<file path="src/rtl/multi_operand_adder_pipe_if.sv">
// Handshake bundle for the multi-operand adder pipeline.
// Master drives operands and result ready; slave is the adder.
interface multi_operand_adder_pipe_if #(
  parameter int WIDTH  = 32,
  parameter int NUM_IN = 3,
  parameter int CNT_W  = 16
);
  logic                    in_valid;
  logic                    in_ready;
  logic [NUM_IN*WIDTH-1:0] in_data;
  logic                    out_valid;
  logic                    out_ready;
  logic [WIDTH-1:0]        out_sum;
  logic                    out_ovf;
  logic                    ovf_clr;
  logic [CNT_W-1:0]        ovf_count;

  modport master (
    output in_valid,
    output in_data,
    output out_ready,
    output ovf_clr,
    input  in_ready,
    input  out_valid,
    input  out_sum,
    input  out_ovf,
    input  ovf_count
  );

  modport slave (
    input  in_valid,
    input  in_data,
    input  out_ready,
    input  ovf_clr,
    output in_ready,
    output out_valid,
    output out_sum,
    output out_ovf,
    output ovf_count
  );
endinterface

</file>
<file path="src/rtl/multi_operand_adder_pipe.sv">
// Two-stage elastic N-operand signed adder with wrap/saturate
// result, overflow flag and a saturating overflow event counter.
module multi_operand_adder_pipe #(
  parameter int WIDTH    = 32,
  parameter int NUM_IN   = 3,
  parameter int SAT_MODE = 0,
  parameter int CNT_W    = 16
) (
  input logic ap_clk,
  input logic ap_rst,
  multi_operand_adder_pipe_if.slave bus
);
  localparam int SW  = WIDTH + $clog2(NUM_IN);
  localparam int NLO = (NUM_IN + 1) / 2;

  logic [SW-1:0]    p0_d, p1_d;
  logic [SW-1:0]    p0_q, p1_q;
  logic [SW-1:0]    t;
  logic [SW-WIDTH:0] top;
  logic [WIDTH-1:0] op;
  logic [WIDTH-1:0] sum_d, sum_q;
  logic             ovf_d, ovf_q;
  logic             s1_valid_q, s2_valid_q;
  logic             s1_en, s2_en;
  logic             in_fire, out_fire;
  logic [CNT_W-1:0] cnt_q;

  assign s2_en    = !s2_valid_q || bus.out_ready;
  assign s1_en    = !s1_valid_q || s2_en;
  assign in_fire  = bus.in_valid && bus.in_ready;
  assign out_fire = s2_valid_q && bus.out_ready;

  assign bus.in_ready  = s1_en && !ap_rst;
  assign bus.out_valid = s2_valid_q;
  assign bus.out_sum   = sum_q;
  assign bus.out_ovf   = ovf_q;
  assign bus.ovf_count = cnt_q;

  // Sign-extend to SW bits so the partial sums are exact.
  always_comb begin
    p0_d = '0;
    p1_d = '0;
    op   = '0;
    for (int k = 0; k < NUM_IN; k++) begin
      op = bus.in_data[k*WIDTH +: WIDTH];
      if (k < NLO)
        p0_d = p0_d + {{(SW-WIDTH){op[WIDTH-1]}}, op};
      else
        p1_d = p1_d + {{(SW-WIDTH){op[WIDTH-1]}}, op};
    end
  end

  // In range iff all bits from WIDTH-1 upward agree.
  always_comb begin
    t     = p0_q + p1_q;
    top   = t[SW-1:WIDTH-1];
    ovf_d = !((&top) || !(|top));
    sum_d = t[WIDTH-1:0];
    if (SAT_MODE != 0 && ovf_d) begin
      if (t[SW-1])
        sum_d = {1'b1, {(WIDTH-1){1'b0}}};
      else
        sum_d = {1'b0, {(WIDTH-1){1'b1}}};
    end
  end

  always_ff @(posedge ap_clk) begin
    if (ap_rst) begin
      s1_valid_q <= 1'b0;
      p0_q       <= '0;
      p1_q       <= '0;
    end else if (s1_en) begin
      s1_valid_q <= in_fire;
      if (in_fire) begin
        p0_q <= p0_d;
        p1_q <= p1_d;
      end
    end
  end

  always_ff @(posedge ap_clk) begin
    if (ap_rst) begin
      s2_valid_q <= 1'b0;
      sum_q      <= '0;
      ovf_q      <= 1'b0;
    end else if (s2_en) begin
      s2_valid_q <= s1_valid_q;
      if (s1_valid_q) begin
        sum_q <= sum_d;
        ovf_q <= ovf_d;
      end
    end
  end

  always_ff @(posedge ap_clk) begin
    if (ap_rst || bus.ovf_clr)
      cnt_q <= '0;
    else if (out_fire && ovf_q && !(&cnt_q))
      cnt_q <= cnt_q + 1'b1;
  end
endmodule

</file>
<file path="src/flat_wrapper.sv">
// flat-port wrapper written by rule: the top's interface ports become plain ports
module multi_operand_adder_pipe_flat 
#(
  parameter int WIDTH    = 32,
  parameter int NUM_IN   = 3,
  parameter int SAT_MODE = 0,
  parameter int CNT_W    = 16
)
  (ap_clk, ap_rst, bus_in_valid, bus_in_data, bus_out_ready, bus_ovf_clr, bus_in_ready, bus_out_valid, bus_out_sum, bus_out_ovf, bus_ovf_count);
  multi_operand_adder_pipe_if #(.WIDTH(WIDTH), .NUM_IN(NUM_IN), .CNT_W(CNT_W)) bus_i ();
  input logic ap_clk;
  input logic ap_rst;
  input wire logic [$bits(bus_i.in_valid)-1:0] bus_in_valid;
  input wire logic [$bits(bus_i.in_data)-1:0] bus_in_data;
  input wire logic [$bits(bus_i.out_ready)-1:0] bus_out_ready;
  input wire logic [$bits(bus_i.ovf_clr)-1:0] bus_ovf_clr;
  output wire logic [$bits(bus_i.in_ready)-1:0] bus_in_ready;
  output wire logic [$bits(bus_i.out_valid)-1:0] bus_out_valid;
  output wire logic [$bits(bus_i.out_sum)-1:0] bus_out_sum;
  output wire logic [$bits(bus_i.out_ovf)-1:0] bus_out_ovf;
  output wire logic [$bits(bus_i.ovf_count)-1:0] bus_ovf_count;
  assign bus_i.in_valid = bus_in_valid;
  assign bus_i.in_data = bus_in_data;
  assign bus_i.out_ready = bus_out_ready;
  assign bus_i.ovf_clr = bus_ovf_clr;
  assign bus_in_ready = bus_i.in_ready;
  assign bus_out_valid = bus_i.out_valid;
  assign bus_out_sum = bus_i.out_sum;
  assign bus_out_ovf = bus_i.out_ovf;
  assign bus_ovf_count = bus_i.ovf_count;
  multi_operand_adder_pipe #(.WIDTH(WIDTH), .NUM_IN(NUM_IN), .SAT_MODE(SAT_MODE), .CNT_W(CNT_W)) u_core (.ap_clk(ap_clk), .ap_rst(ap_rst), .bus(bus_i));
endmodule
</file>
<file path="config.mk">
export PLATFORM = sky130hd
export DESIGN_NAME = multi_operand_adder_pipe_flat
export DESIGN_NICKNAME = d
export VERILOG_FILES = /design/src/rtl/multi_operand_adder_pipe_if.sv /design/src/rtl/multi_operand_adder_pipe.sv /design/src/flat_wrapper.sv
export SDC_FILE = /design/constraint.sdc
export NUM_CORES = 1
export LEC_CHECK = 0
export ABC_AREA = 1
export CORE_MARGIN = 10
export CORE_UTILIZATION = 54
export DETAILED_ROUTE_END_ITERATION = 12
export PLACE_DENSITY = 0.91
export SLEW_MARGIN = 20
export SYNTH_ARGS = -nofsm -noshare
export SYNTH_HDL_FRONTEND = slang
export SYNTH_SLANG_ARGS = --single-unit
</file>
<file path="constraint.sdc">
create_clock -name ap_clk -period 2.42 [get_ports ap_clk]
set_input_delay 0.605 -clock ap_clk [delete_from_list [all_inputs] [get_ports ap_clk]]
set_output_delay 0.605 -clock ap_clk [all_outputs]
set_load 0.005 [all_outputs]
</file>
==> flow_summary.ini, run 1 <==
[sta]
setup_viol = 0
setup-tns-final_ns = 0
finalCriticalPeriod_ns = 2.305
max_freq_ghz = 0.4338
fin_crit_sh_pct = 95.26
slew-limit-headroom_pct = 52.58
setup_slack_ns = 0.1147
final_hold_viol_count = 0
slew_viol_final = 0
rsz0062_at_grt = true
tightest_slew_ns = 0.7087
clock_skew_ns = 0.01131

[placed_design]
dpl_cell_area_um2 = 10800
gp_congestion = 0.9323
pre_cts_ws_ns = -0.3382
io_buffers = 151
dp_hpwl_um = 19870

[clock_tree]
clk_latency_ns = 0.42
htreeDepth = 4
clock_tree.buffer_depth = 2
cts_tree = yes
post_cts.repair.setup_buffers = 0
ctsHoldBuffers = 0
root_buffer = clkbuf_16
clock-sinks = 116
cts_made_buffers = 17
clkTransAtPathRegs_ns = 0.06

[setup_path]
rr_startpoint = u_core.p0_q[0]
crit_start = bus_out_ready
cp_max_fo = 2
startpoint_type = primary input
cp-end-kind = output pin
reg2reg_depth = 16
critical_path_class = primary input to output pin
cp.required_ns = 1.81
crit_arrival_ns = 1.70

[global_route]
grt_max_degree = 52
gr-total-overflow = 0
grt_pass1_wl_um = 42080
first_global_vias = 9038
grt_antenna_before_repair = 0
grt_util_all_layers_pct = 23.27

[yosys]
synth_nets = 1500
ys_seq_elements = 116
synth_edf_count = 0
syn_inst = 1331
syn_area_per_cell_um2 = 6.354
netlist_top_cells_area = dfxtp_1, nand2_1, ha_1
synth_cell_types = 45
yosysSeqAreaShare_pct = 27.46
syn_area_um2 = 8457
synth.largest_area_cell = dfxtp_1
synthFlopType = dfxtp_1
yosysWarningCount = 0
async_flop_share_pct = 0
synth_top_area_share_pct = 27.46

[die]
die_w_um = 145.1
die_h_um = 145.1
die_area_um2 = 21070
io_pins = 152
start_util_pct = 55.42
num_rows = 45
core-area_um2 = 15260

[drt]
antenna_left = 0
viasPerCell = 5.264
drc = 0
vias = 9376
wl_per_cell_um = 14.31
wl_um = 25490
dr.pass1.iters = 5
drt_iter0_markers = 664

[finish]
multi_input_area_um2 = 5451
nets = 1726
regArea_um2 = 2322
area_delta_synth_final_pct = 35.14
antenna_cells = 0
fin_area_um2 = 11430
nFillCells = 1165
utilization_pct = 74.90
drive_above_1_share_pct = 12.17

[worst_hold_path]
hold_depth = 2
hp-start = u_core.bus.ovf_count[13]
hold_class = register to register

[status]
status = complete, no violations

[pwr]
power.density_nw_per_um2 = 576.2
vdd_drop_max_v = 0.0004518
cellLeakagePower_nw = 5.480

[job]
maxCapViolations = 0
[state kept, by name, summed over array words and instances, names as in the netlist]
register and flops:
u_core.bus.ovf_count 16, u_core.bus.out_sum 32, u_core.bus.out_ovf 1, u_core.s1_valid_q 1, u_core.p0_q 33, u_core.p1_q 32, u_core.bus.out_valid 1
[critical path, stage by stage]
cell	delay (ns)
clkdlybuf4s50_1	0.41
inv_1	0.08
nand2_1	0.06
nor2_1	0.09
inv_1	0.07
nand2_2	0.09
inv_1	0.04
dlygate4sd2_1	0.25
[stage by stage]
step	power [W]	hold slack, ns	cells
global placement	0.003995	0.4626	1749
floorplan	0.003276	0.4506	1331
global route	0.006916	0.4991	1781
CTS	0.006562	0.4816	1781
detailed placement	0.004041	0.4747	1749
finish	0.006585	0.4852	1781
[metal layers]
metal  up-vias  global-route usage (%)  part of all wire (%)
met2       317                   40.24                    48
met1      4234                   28.24                    44
li1       4784                       -                     -
met5         -                       0                     0
met3        41                   4.874                   6.3
met4         0                   7.179                   1.8
[cells by family after synthesis]
| kind of cell | after synthesis | synth area share, % |
|---|---|---|
| and+or+nand+nor | 669 | 33.61 |
| AOI/OAI and AO/OA | 257 | 16.81 |
| buffers and inverters | 189 | 8.566 |
| DFF | 116 | 27.46 |
| adders and majority gates | 68 | 10.24 |
| xor gates and xnor gates | 32 | 3.314 |
[path summary, 6_finish.rpt]
check / end / slack (ns)
worst max-delay path: bus_in_ready / 0.11
worst min-delay path: u_core.bus.ovf_count[13] / 0.49
worst max register to register: u_core.bus.out_ovf / 0.15
worst min register to register: u_core.bus.ovf_count[13] / 0.49
[synth_stat cells, types with 4 or more instances]
library cell	number
nand4_1	8
o21a_1	5
o21ai_1	15
a21oi_1	92
inv_1	149
o211ai_1	4
dfxtp_1	116
xor2_1	16
nand2_2	20
a21oi_2	5
clkbuf_1	21
nand3_1	83
nor2_4	5
xnor2_1	16
o21bai_1	10
o21ai_0	105
nor3_1	17
a21o_1	10
buf_2	6
nand2_1	363
nor2_2	5
nor2_1	147
ha_1	66
inv_2	8
[cells in the final DEF, fill, tap and decap left out, types with 19 or more instances in the layout]
cell	instances
clkdlybuf4s50_1	150
ha_1	65
o21ai_0	101
inv_1	149
o21ai_1	19
nand3_1	81
nand2_2	25
dfxtp_1	116
nand2_1	358
buf_4	85
a21oi_1	89
nor2_1	147
[where the power goes]
group / internal [W] / total, W / switching (W)
Clock: 0.00155 / 0.00252 / 0.000970
Combinational: 0.000861 / 0.00189 / 0.00103
Sequential: 0.00207 / 0.00218 / 0.000108
[timing repair]
item / CTS / global route
gates resized for setup: 2 / 16
pin swaps: 0 / 0
setup endpoints to repair: 1 / 12
[cell type report]
type	instances	area share, %
Multi-Input combinational cell	1026	47.70
Timing Repair Buffer	239	19.32
Clock inverter	14	1.347
Inverter	157	5.157
Tap cell	211	2.310
Sequential cell	116	20.32
Clock buffer	18	3.843
(Power assumes the default switching activity.)
==> inputs of run 2 (changes only) <==
--- a/config.mk
+++ b/config.mk
@@ -6,6 +6,7 @@
 export NUM_CORES = 1
 export LEC_CHECK = 0
 export ABC_AREA = 1
+export CORE_ASPECT_RATIO = 1.4
 export CORE_MARGIN = 10
 export CORE_UTILIZATION = 54
 export DETAILED_ROUTE_END_ITERATION = 12
==> flow_summary.ini, run 2 (same netlist as run 1, synthesis figures left out) <==
[sta]
slew-limit-headroom_pct = 51.81
final_hold_viol_count = 0
hold_ws_ns = 0.4861
finalCriticalPeriod_ns = 2.325
fin_crit_sh_pct = 96.09
tightest_slew_ns = 0.7202
clock_skew_ns = 0.008601
slew_viol_final = 0
rsz0062_at_grt = false
setup_viol = 0
max_freq_ghz = 0.4301

[finish]
antenna_cells = 0
utilization_pct = 74.39
nets = 1736
final_common_cell = nand2_1
drive_above_1_share_pct = 12.97
fin_cells = 1776
area_delta_synth_final_pct = 36.10
layout_common_cells = nand2_1, clkdlybuf4s50_1, inv_1, nor2_1, dfxtp_1
fin_area_um2 = 11510
largest_reg_flops = 33
largest-register = u_core.p0_q

[pwr]
switching_share_pct = 31.99
cellLeakagePower_nw = 5.535
clkPwrFrac_pct = 37.7
pwr-share-seq_pct = 33.0
vdd_drop_max_v = 0.0005544
combPwrFrac_pct = 29.3
power.density_nw_per_um2 = 574.0
switchingPower_w = 0.002114
internal-power_w = 0.004493
power_w = 0.006607

[setup_path]
crit_arrival_ns = 1.72
cp.required_ns = 1.81
cp_max_fo = 2
reg2reg_depth = 13
critPathTopFamily = buffers and inverters
cp-end-kind = output pin
cp_common_cell = inv_1
path_cells = clkdlybuf4s50_1 -> inv_1 -> nand2_1 -> nor2_1 -> inv_1 -> nand2_1 -> inv_1 -> dlygate4sd2_1
critical_path_class = primary input to output pin
cp.depth = 8
cp_num_buf_inv = 5
regToRegSetupSlack_ns = 0.16
cp_slowest_cell = clkdlybuf4s50_1
startpoint_type = primary input
max_stage_delay_ns = 0.40

[clock_tree]
htreeDepth = 4
root_buffer = clkbuf_16
cts_made_buffers = 17
clk_latency_ns = 0.42
cts_tree = yes
post_cts.repair.setup_buffers = 0
clkTransAtPathRegs_ns = 0.06
clock_tree.buffer_depth = 2
clock-sinks = 116

[placed_design]
numPlacedInstances = 1744
gp_congestion = 1.019
dp_hpwl_um = 21610
io_buffers = 151
dpl_cell_area_um2 = 10850

[worst_hold_path]
hold_class = register to register
hold_depth = 2

[status]
status = complete, no violations

[die]
die_h_um = 168.1
core-area_um2 = 15470
die_area_um2 = 21140
start_util_pct = 54.66
die_w_um = 125.8
io_pins = 152
num_rows = 54

[global_route]
grt_max_degree = 74
grt_util_all_layers_pct = 25.44
gr-total-overflow = 0
first_global_vias = 9937
grt_antenna_before_repair = 0
grt_pass1_wl_um = 45300

[job]
maxCapViolations = 0

[drt]
vias = 9746
dr.pass1.iters = 5
wl_per_cell_um = 15.41
viasPerCell = 5.488
antenna_left = 0
wl_um = 27360
drt_iter0_markers = 604
drc = 0
## run 2: cell types whose count changed in the layout (fill, tap and decap cells not counted), sizes merged
cell      previous run  this run
buf                 88        98
inv                160       158
clkinv               6         9
clkinvlp             3         2
## run 2: timing repair
item / in CTS / in global routing
resized for setup: 1 / 22
endpoints found under the setup margin: 1 / 17
pin swaps: 0 / 2
hold buffers: 0 / 0
## run 2: cell type report
type,count,area (µm²)
inverters,157,589.3
flip-flops and latches,116,2322
well taps,196,245.2
clock inverters,14,155.1
multi-input cells,1026,5475
fillers,1191,3963
clock buffers,18,439.2
repair buffers,249,2283
## run 2: worst register-to-register path, stage by stage (launching register included)
cell and delay [ns]:
dfxtp_1 0.32, ha_1 0.26, fa_1 0.43, nand2_1 0.08, nand2_1 0.07, and2_4 0.15
nand2_1 0.07, nand2_2 0.08, a21o_1 0.21, nand2_1 0.07, nand2_1 0.07, xor2_1 0.16
o21ai_1 0.14, inv_1 0.05
## run 2: metrics by stage
stage               setup TNS [ns]  worst slack (ns)
floorplan                        0            0.2128
global placement            -5.830           -0.4220
detailed placement          -7.297           -0.4093
CTS                              0           0.02351
global route                     0          0.002541
finish                           0           0.09472
## run 2: path summary, 6_finish.rpt
kind,start,end
worst max-delay path,bus_out_ready,bus_in_ready
worst min register to register,u_core.s1_valid_q,u_core.bus.out_valid
worst max register to register,u_core.p1_q[0],u_core.bus.out_sum[18]
worst min-delay path,u_core.s1_valid_q,u_core.bus.out_valid
## run 2: power groups by stage
| stage | logic, W | registers (W) | clock network [W] |
|---|---|---|---|
| after floorplan | 0.00110 | 0.00218 | 0 |
| after global placement | 0.00182 | 0.00221 | 0 |
| after detailed placement | 0.00186 | 0.00221 | 0 |
| after CTS | 0.00189 | 0.00218 | 0.00250 |
| after global routing | 0.00214 | 0.00220 | 0.00260 |
| final | 0.00193 | 0.00218 | 0.00249 |
## run 2: metal layers
layer  global-route usage (%)  wire length [µm]  vias up
met5                        0                 0        -
met3                    6.065              1605      119
li1                         -                 -     4810
met4                    16.82              1560        0
met1                    25.18             10150     4437
met2                    46.09             14050      380
==> inputs of run 3 (changes only) <==
--- a/config.mk
+++ b/config.mk
@@ -10,7 +10,7 @@
 export CORE_MARGIN = 10
 export CORE_UTILIZATION = 54
 export DETAILED_ROUTE_END_ITERATION = 12
-export PLACE_DENSITY = 0.91
+export PLACE_DENSITY = 0.92
 export SLEW_MARGIN = 20
 export SYNTH_ARGS = -nofsm -noshare
 export SYNTH_HDL_FRONTEND = slang
==> flow_summary.ini, run 3 (same netlist as run 1, synthesis figures left out) <==
[status]
status = complete, no violations

[clock_tree]
clock-sinks = 116
clk_latency_ns = 0.43
clkTransAtPathRegs_ns = 0.05
root_buffer = clkbuf_16
cts_tree = yes
post_cts.repair.setup_buffers = 0
clock_tree.buffer_depth = 2
htreeDepth = 4
cts_made_buffers = 17

[finish]
nets = 1744
drive_above_1_share_pct = 13.41
final_common_cell = nand2_1
area_delta_synth_final_pct = 36.69
layout_common_cells = nand2_1, clkdlybuf4s50_1, inv_1, nor2_1, dfxtp_1
antenna_cells = 0
largest-register = u_core.p0_q
largest_reg_flops = 33
fin_area_um2 = 11560

[drt]
vias = 9691
drc = 0
antenna_left = 0
dr.pass1.iters = 6
drt_iter0_markers = 708
wl_per_cell_um = 15.40
viasPerCell = 5.432
wl_um = 27470

[pwr]
internal-power_w = 0.004408
pwr-share-seq_pct = 33.3
switching_share_pct = 32.73
switchingPower_w = 0.002145
clkPwrFrac_pct = 37.0
power.density_nw_per_um2 = 566.9
combPwrFrac_pct = 29.7
cellLeakagePower_nw = 5.558
vdd_drop_max_v = 0.0005016

[setup_path]
max_stage_delay_ns = 0.40
cp_slowest_cell = clkdlybuf4s50_1
regToRegSetupSlack_ns = 0.18
cp_max_fo = 2
crit_arrival_ns = 1.74
cp.required_ns = 1.81
critical_path_class = primary input to output pin
cp_num_buf_inv = 5
cp_common_cell = inv_1
path_cells = clkdlybuf4s50_1 -> inv_1 -> nand2_1 -> nor2_1 -> inv_1 -> nand2_1 -> inv_1 -> dlygate4sd2_1
critPathTopFamily = buffers and inverters
cp-end-kind = output pin
startpoint_type = primary input

[placed_design]
dpl_cell_area_um2 = 10910
io_buffers = 151
dp_hpwl_um = 21500
gp_congestion = 1.037

[sta]
fin_crit_sh_pct = 96.79
hold_ws_ns = 0.4722
setup_viol = 0
final_hold_viol_count = 0
finalCriticalPeriod_ns = 2.342
tightest_slew_ns = 0.7584
slew-limit-headroom_pct = 49.44
clock_skew_ns = 0.008787
setup-tns-final_ns = 0
max_freq_ghz = 0.4269
slew_viol_final = 0

[global_route]
grt_max_degree = 75
grt_pass1_wl_um = 44470
grt_util_all_layers_pct = 24.96
first_global_vias = 9850
grt_antenna_before_repair = 0
gr-total-overflow = 0

[die]
die_area_um2 = 21140
die_h_um = 168.1
start_util_pct = 54.66
die_w_um = 125.8
io_pins = 152
core-area_um2 = 15470
num_rows = 54

[worst_hold_path]
hold_class = register to register

[job]
maxCapViolations = 0
==> run 3: worst reg2reg max path: cells and delay by family (launching register included) <==
family                     cells  cell delay (ns)
AOI/OAI and AO/OA              1             0.09
adders and majority gates      2             0.67
buffers and inverters          1             0.06
DFF                            1             0.33
and+or+nand+nor               11             1.01
==> run 3: path summary, 6_finish.rpt <==
path / startpoint / end / depth (start not counted)
worst max-delay path: bus_out_ready / bus_in_ready / 8
worst min-delay path: u_core.bus.ovf_count[13] / u_core.bus.ovf_count[13] / 2
worst max register to register: u_core.p0_q[0] / u_core.bus.out_sum[30] / 15
worst min register to register: u_core.bus.ovf_count[13] / u_core.bus.ovf_count[13] / 2
==> run 3: cell type report <==
type                       instances  area [µm²]
clock buffer                      19       442.9
sequential                       116        2322
clock inverter                    13       123.9
multi-input combinational       1026        5493
timing repair buffer             257        2344
tap                              196       245.2
inverter                         157       589.3
fill                            1193        3913
==> run 3: power groups by stage <==
stage                     sequential, W  combinational [W]  clock (W)
after floorplan                 0.00218            0.00110          0
after global placement          0.00221            0.00183          0
after detailed placement        0.00221            0.00188          0
after CTS                       0.00218            0.00190    0.00242
after global routing            0.00219            0.00215    0.00251
final                           0.00218            0.00195    0.00243
==> run 3: metrics by stage <==
step	setup WS [ns]	std cells	total power [W]	util, %
after detailed placement	-0.3769	1752	0.004090	70.52
final	0.07766	1784	0.006554	74.71
after floorplan	0.2128	1331	0.003276	-
after CTS	0.05130	1784	0.006502	74.18
after global placement	-0.3348	1752	0.004035	70.52
after global routing	-0.004124	1784	0.006851	74.71
==> run 3: repair_timing <==
| item | in CTS | in global routing |
|---|---|---|
| pin swaps | 0 | 2 |
| endpoints found under the setup margin | 1 | 13 |
| endpoints found under the hold margin | 0 | 0 |
| gates resized for setup | 1 | 22 |
| hold buffers | 0 | 0 |
==> run 3: layer usage <==
metal  vias to the layer above  global-route usage [%]  wire, µm
li1                       4823                       -         -
met1                      4401                   25.12     10380
met2                       364                   45.98     14050
met3                       103                   4.023      1493
met4                         0                   16.82      1546
met5                         -                       0         0
